[src/rtl/demux_1to8_sched.sv]
// Round-robin scheduler steering one upstream word stream to eight downstream channels.
// Optional SEND timeout with drop counting is enabled by defining DEMUX_TIMEOUT_EN.
module demux_1to8_sched #(
    parameter int DW      = 8,
    parameter int TIMEOUT = 15
) (
    input  logic          clk,
    input  logic          rst,
    input  logic [7:0]    en_mask,
    input  logic          in_valid,
    input  logic [DW-1:0] in_data,
    output logic          in_ready,
    output logic [7:0]    out_valid,
    output logic [DW-1:0] out_data,
    input  logic [7:0]    out_ready,
    output logic [2:0]    sel,
    output logic          busy,
    output logic [7:0]    drop_cnt
);

    // Handshake rule: a word moves on a rising edge only when valid and ready are
    // both high in the cycle before it; valid never waits on ready, and once a
    // channel sees out_valid the word and sel stay stable until out_ready[sel].
    typedef enum logic {
        IDLE = 1'b0,
        SEND = 1'b1
    } state_t;

    state_t     state;
    state_t     state_n;
    logic       armed;
    logic [2:0] ptr;
    logic [2:0] pick;
    logic [2:0] idx;
    logic       found;
    logic       accept;
    logic       done;
    logic       leave;

    // First enabled channel at or after ptr, wrapping modulo 8.
    always_comb begin
        pick  = ptr;
        idx   = '0;
        found = 1'b0;
        for (int k = 0; k < 8; k++) begin
            idx = ptr + 3'(k);
            if (!found && en_mask[idx]) begin
                pick  = idx;
                found = 1'b1;
            end
        end
    end

    // armed keeps in_ready low until the first edge after reset is released.
    assign in_ready = armed && (state == IDLE) && (|en_mask);
    assign accept   = in_valid && in_ready;
    assign done     = (state == SEND) && out_ready[sel];
    assign busy     = (state == SEND);

    always_comb begin
        out_valid = '0;
        if (state == SEND) out_valid[sel] = 1'b1;
    end

`ifdef DEMUX_TIMEOUT_EN
    localparam int WCW = (TIMEOUT < 1) ? 1 : $clog2(TIMEOUT + 1);

    logic [WCW-1:0] wait_cnt;
    logic [7:0]     drops;
    logic           expire;

    assign expire   = (state == SEND) && !out_ready[sel] && (wait_cnt == WCW'(TIMEOUT));
    assign leave    = done || expire;
    assign drop_cnt = drops;

    always_ff @(posedge clk or posedge rst) begin
        if (rst) begin
            wait_cnt <= '0;
            drops    <= '0;
        end else begin
            if (accept) wait_cnt <= '0;
            else if ((state == SEND) && !leave) wait_cnt <= wait_cnt + 1'b1;
            if (expire && (drops != 8'hFF)) drops <= drops + 8'd1;
        end
    end
`else
    assign leave    = done;
    assign drop_cnt = 8'd0;
`endif

    always_comb begin
        state_n = state;
        case (state)
            IDLE:    if (accept) state_n = SEND;
            SEND:    if (leave)  state_n = IDLE;
            default: state_n = IDLE;
        endcase
    end

    always_ff @(posedge clk or posedge rst) begin
        if (rst) state <= IDLE;
        else     state <= state_n;
    end

    always_ff @(posedge clk or posedge rst) begin
        if (rst) begin
            armed    <= 1'b0;
            ptr      <= '0;
            sel      <= '0;
            out_data <= '0;
        end else begin
            armed <= 1'b1;
            if (accept) begin
                out_data <= in_data;
                sel      <= pick;
            end
            if (leave) ptr <= sel + 3'd1;
        end
    end

endmodule

[config.mk]
export PLATFORM = sky130hd
export DESIGN_NAME = demux_1to8_sched
export DESIGN_NICKNAME = d
export VERILOG_FILES = /design/src/rtl/demux_1to8_sched.sv
export SDC_FILE = /design/constraint.sdc
export NUM_CORES = 1
export LEC_CHECK = 0
export CAP_MARGIN = 0
export CORE_AREA = 2 2 63 65
export CTS_BUF_LIST = sky130_fd_sc_hd__clkbuf_8
export CTS_CLUSTER_SIZE = 14
export DETAILED_ROUTE_END_ITERATION = 8
export DIE_AREA = 0 0 65 67
export GPL_ROUTABILITY_DRIVEN = 0
export GPL_TIMING_DRIVEN = 0
export PLACE_DENSITY = 0.88
export RECOVER_POWER = 25
export SETUP_SLACK_MARGIN = 0.3
export SLEW_MARGIN = 30
export SYNTH_ARGS = -nofsm -noshare
export SYNTH_HDL_FRONTEND = slang
export SYNTH_SLANG_ARGS = --single-unit
[constraint.sdc]
create_clock -name clk -period 3.8 [get_ports clk]
set_input_delay 0.38 -clock clk [delete_from_list [all_inputs] [get_ports clk]]
set_output_delay 0.38 -clock clk [all_outputs]
set_load 0.02 [all_outputs]
==> metrics.txt <==
# TYPE chip_impl_metric gauge
chip_impl_metric{name="core_region_area",unit="µm²"} 3610
chip_impl_info{name="outcome",value="complete, no violations"} 1
chip_impl_metric{name="io_buffer_count",unit=""} 47
chip_impl_metric{name="clock_skew",unit="ns"} 0.00688
chip_impl_metric{name="finalMaxSlewViolations",unit=""} 0
chip_impl_metric{name="pin_count",unit=""} 56
chip_impl_info{name="synthDominantAreaCellType",value="dfrtp_1"} 1
chip_impl_metric{name="wl_per_cell",unit="µm"} 16.5
chip_impl_info{name="post_synth_main_area_contributors",value="dfrtp_1 24%, mux4_2 14%, mux2_2 11%"} 1
chip_impl_info{name="rr_startpoint",value="ptr[0]"} 1
chip_impl_metric{name="detail_route.iter0.violations",unit=""} 111
chip_impl_info{name="crit_path_end_kind",value="register"} 1
chip_impl_metric{name="whs",unit="ns"} 0.506
chip_impl_metric{name="maxSlewHeadroom",unit=""} 0.592
chip_impl_info{name="worstSetupStartpoint",value="ptr[0]"} 1
chip_impl_metric{name="die_width",unit="µm"} 65
chip_impl_metric{name="period_needed",unit="ns"} 3.34
chip_impl_metric{name="post_cts.repair.setup_buffers",unit=""} 0
chip_impl_metric{name="ctsHtreeMaxLevel",unit=""} 1
chip_impl_metric{name="detailed_route_via_count",unit=""} 1577
chip_impl_metric{name="synth.cell_area",unit="µm²"} 1650
chip_impl_metric{name="grt_antenna_before_repair",unit=""} 0
chip_impl_info{name="grt_most_used_layer",value="met2"} 1
chip_impl_metric{name="grt_remaining_overflow",unit=""} 0
chip_impl_info{name="post-synth-top-count-cell",value="nand2_1"} 1
chip_impl_metric{name="post_route_cells_drive_above_1_share",unit=""} 0.220
chip_impl_metric{name="grt_start_max_net_pins",unit=""} 17
chip_impl_metric{name="rows",unit=""} 22
chip_impl_metric{name="die_h",unit="µm"} 67
chip_impl_metric{name="power_density",unit="nW/µm²"} 879
chip_impl_metric{name="ctsLongestPathBuffers",unit=""} 2
chip_impl_info{name="synth.top_cells.by_count",value="17 x nand2_1, 16 x dfrtp_1, 16 x mux2_2"} 1
chip_impl_metric{name="cts-buffers-inserted",unit=""} 3
chip_impl_metric{name="grtUsageMet1",unit=""} 0.256
chip_impl_info{name="worst_hold_path_type",value="reg -> reg"} 1
chip_impl_metric{name="syn_to_final_growth",unit="%"} 38.7
chip_impl_metric{name="worstSkewPairLatency",unit="ns"} 0.25
chip_impl_info{name="holdCritStartpoint",value="out_data[1]"} 1
chip_impl_metric{name="viasPerCell",unit=""} 5.82
chip_impl_metric{name="hold_viol",unit=""} 0
chip_impl_info{name="worstSetupPathType",value="reg -> reg"} 1
chip_impl_metric{name="dp_hpwl",unit="µm"} 3490
chip_impl_metric{name="clock.fmax",unit="GHz"} 0.300
chip_impl_metric{name="fin_crit_sh",unit=""} 0.878
chip_impl_info{name="setup_repair_after_global_routing_missed_its_margin",value="no"} 1
chip_impl_metric{name="drc",unit=""} 0
chip_impl_metric{name="antenna_cells_inserted",unit=""} 0
chip_impl_metric{name="synth_top_area_share",unit=""} 0.243
chip_impl_metric{name="use_met3",unit=""} 0.0355
chip_impl_metric{name="required",unit="ns"} 3.94
chip_impl_metric{name="p_leak",unit="µW"} 0.000923
chip_impl_metric{name="synth_cell_types",unit=""} 41
chip_impl_metric{name="cts.hold.buffers_added",unit=""} 0
chip_impl_metric{name="mean_area_per_synthesized_cell",unit="µm²"} 9.98
chip_impl_metric{name="max-vdd-ir-drop",unit="V"} 0.000492
chip_impl_metric{name="postSynthCellCount",unit=""} 165
chip_impl_metric{name="die_area",unit="µm²"} 4360
chip_impl_info{name="tritoncts",value="done"} 1
chip_impl_metric{name="yosysWarnings",unit=""} 0
chip_impl_metric{name="grtUsageTotal",unit=""} 0.212
chip_impl_metric{name="global_route.usage.met2",unit=""} 0.387
chip_impl_metric{name="fin_setup_tns",unit="ns"} 0
chip_impl_metric{name="wirelength",unit="µm"} 4470
chip_impl_metric{name="tritoncts_num_sinks",unit=""} 16
chip_impl_metric{name="layout.filler_cells",unit=""} 275
chip_impl_metric{name="synth.ff_latch_count",unit=""} 16
chip_impl_metric{name="ys_async_sr_fraction",unit=""} 1.00
chip_impl_metric{name="max-cap-violations",unit=""} 0
chip_impl_metric{name="max_slew.worst_pin.slew",unit="ns"} 0.595
chip_impl_metric{name="report.final.setup_viol",unit=""} 0
chip_impl_metric{name="edff_count_synth",unit=""} 0
chip_impl_metric{name="worstPathArrival",unit="ns"} 3.48
chip_impl_info{name="critical_path.startpoint_type",value="register"} 1
chip_impl_metric{name="first_global_vias",unit=""} 1572
chip_impl_metric{name="initial_utilization",unit=""} 0.457
chip_impl_info{name="cts_root_buf",value="clkbuf_8"} 1
chip_impl_info{name="ys_dominant_reg_cell",value="dfrtp_1"} 1
chip_impl_metric{name="layout.nets",unit=""} 254
chip_impl_metric{name="synth_seq_area_share",unit=""} 0.243
chip_impl_metric{name="antenna_left",unit=""} 0
chip_impl_metric{name="clkSlewWorstSetupHoldPaths",unit="ns"} 0.07
chip_impl_metric{name="rrSetupSlack",unit="ns"} 0.46
chip_impl_metric{name="wire_length_of_the_first_global_routing_pass",unit="µm"} 7270
chip_impl_metric{name="cp_max_fo",unit=""} 10
chip_impl_metric{name="drt-pass1-iter-count",unit=""} 4
[worst max-delay path, stage by stage (launching register included)]
cell and delay (ns):
dfrtp_1 0.35, clkbuf_4 0.19, buf_6 0.17, inv_1 0.08, ha_2 0.38, buf_6 0.16, mux2_4 0.31, mux4_2 0.52
o32ai_4 0.36, a221oi_1 0.15, a21oi_1 0.24, o21ai_2 0.09, a22o_1 0.20
[layer usage]
layer | share of wire | up-vias | wire [µm]
met5 | 0 | - | 0
met4 | 0.029 | 0 | 131
met3 | 0.077 | 19 | 345
met2 | 0.53 | 95 | 2370
met1 | 0.36 | 745 | 1620
li1 | - | 718 | -
[metrics by stage]
stage          instance area [µm²]  utilization  cells  setup slack (ns)  total power, µW
2_1_floorplan                 1670            -    172             0.614             1380
3_3_place_gp                  2200        0.611    267             0.295             1740
3_5_place_dp                  2200        0.611    267             0.226             1790
4_1_cts                       2270        0.630    271             0.376             1970
5_1_grt                       2280        0.633    271             0.295             2140
6_report                      2280        0.633    271             0.462             2010
[worst paths after layout]
kind	to	depth (start not counted)
worst max-delay path	sel[2]	12
worst min-delay path	out_data[1]	1
worst max register to register	sel[2]	12
worst min register to register	out_data[1]	1
max in group asynchronous	ptr[1]	2
min in group asynchronous	out_data[4]	2
[state kept, by name, indices dropped and copies added, names as in the netlist]
name,flops
sel,3
busy,1
out_data,8
armed,1
ptr,3
[area by class of cell]
class                           instances  area [µm²]  share of cell area
Inverter                                6        22.5             0.00986
Timing Repair Buffer                   47         470               0.206
Buffer                                 17         118              0.0515
Clock buffer                            4        55.1              0.0241
Tap cell                               48        60.1              0.0263
Sequential cell                        16         400               0.175
Multi-Input combinational cell        133        1160               0.507
[power by group]
| group | internal (µW) | total, µW | leakage (µW) | switching (µW) |
|---|---|---|---|---|
| Sequential | 246 | 306 | 0.000189 | 60.6 |
| Clock | 91.9 | 150 | 0.0000288 | 58.3 |
| Combinational | 729 | 1550 | 0.000704 | 823 |
| Total | 1070 | 2010 | 0.000923 | 942 |
[kinds of logic (layout without fill, tap and decap cells)]
group / count (synthesis) / count (layout) / synth area share
fa+ha+maj: 3 / 3 / 0.0228
mux: 37 / 37 / 0.356
simple gates: 49 / 49 / 0.141
buf+inv: 23 / 74 / 0.0783
other cells: 2 / 9 / 0.00456
flops: 16 / 16 / 0.243
xor+xnor: 5 / 5 / 0.0266
compound gates: 30 / 30 / 0.128
[placed cells by master, fill, tap and decap left out, types with 2 or more instances in the layout]
master	count
nor4_1	3
dfrtp_1	16
buf_4	8
ha_1	2
mux2_2	16
mux4_1	4
inv_1	6
nand2b_1	7
mux4_2	10
nor2_1	12
nor2b_1	2
a21oi_1	7
clkbuf_8	4
conb_1	9
clkbuf_1	4
xnor2_1	4
clkbuf_4	2
clkdlybuf4s50_1	46
nand2_1	17
mux2i_1	6
nor3_1	4
o21ai_0	10
buf_6	2
[timing repair]
action,in CTS,in global routing
hold endpoints to repair,0,0
gates resized for setup,2,4
pin swaps,0,1
endpoints found under the setup margin,3,3
Power figures use the tool's default switching activity.
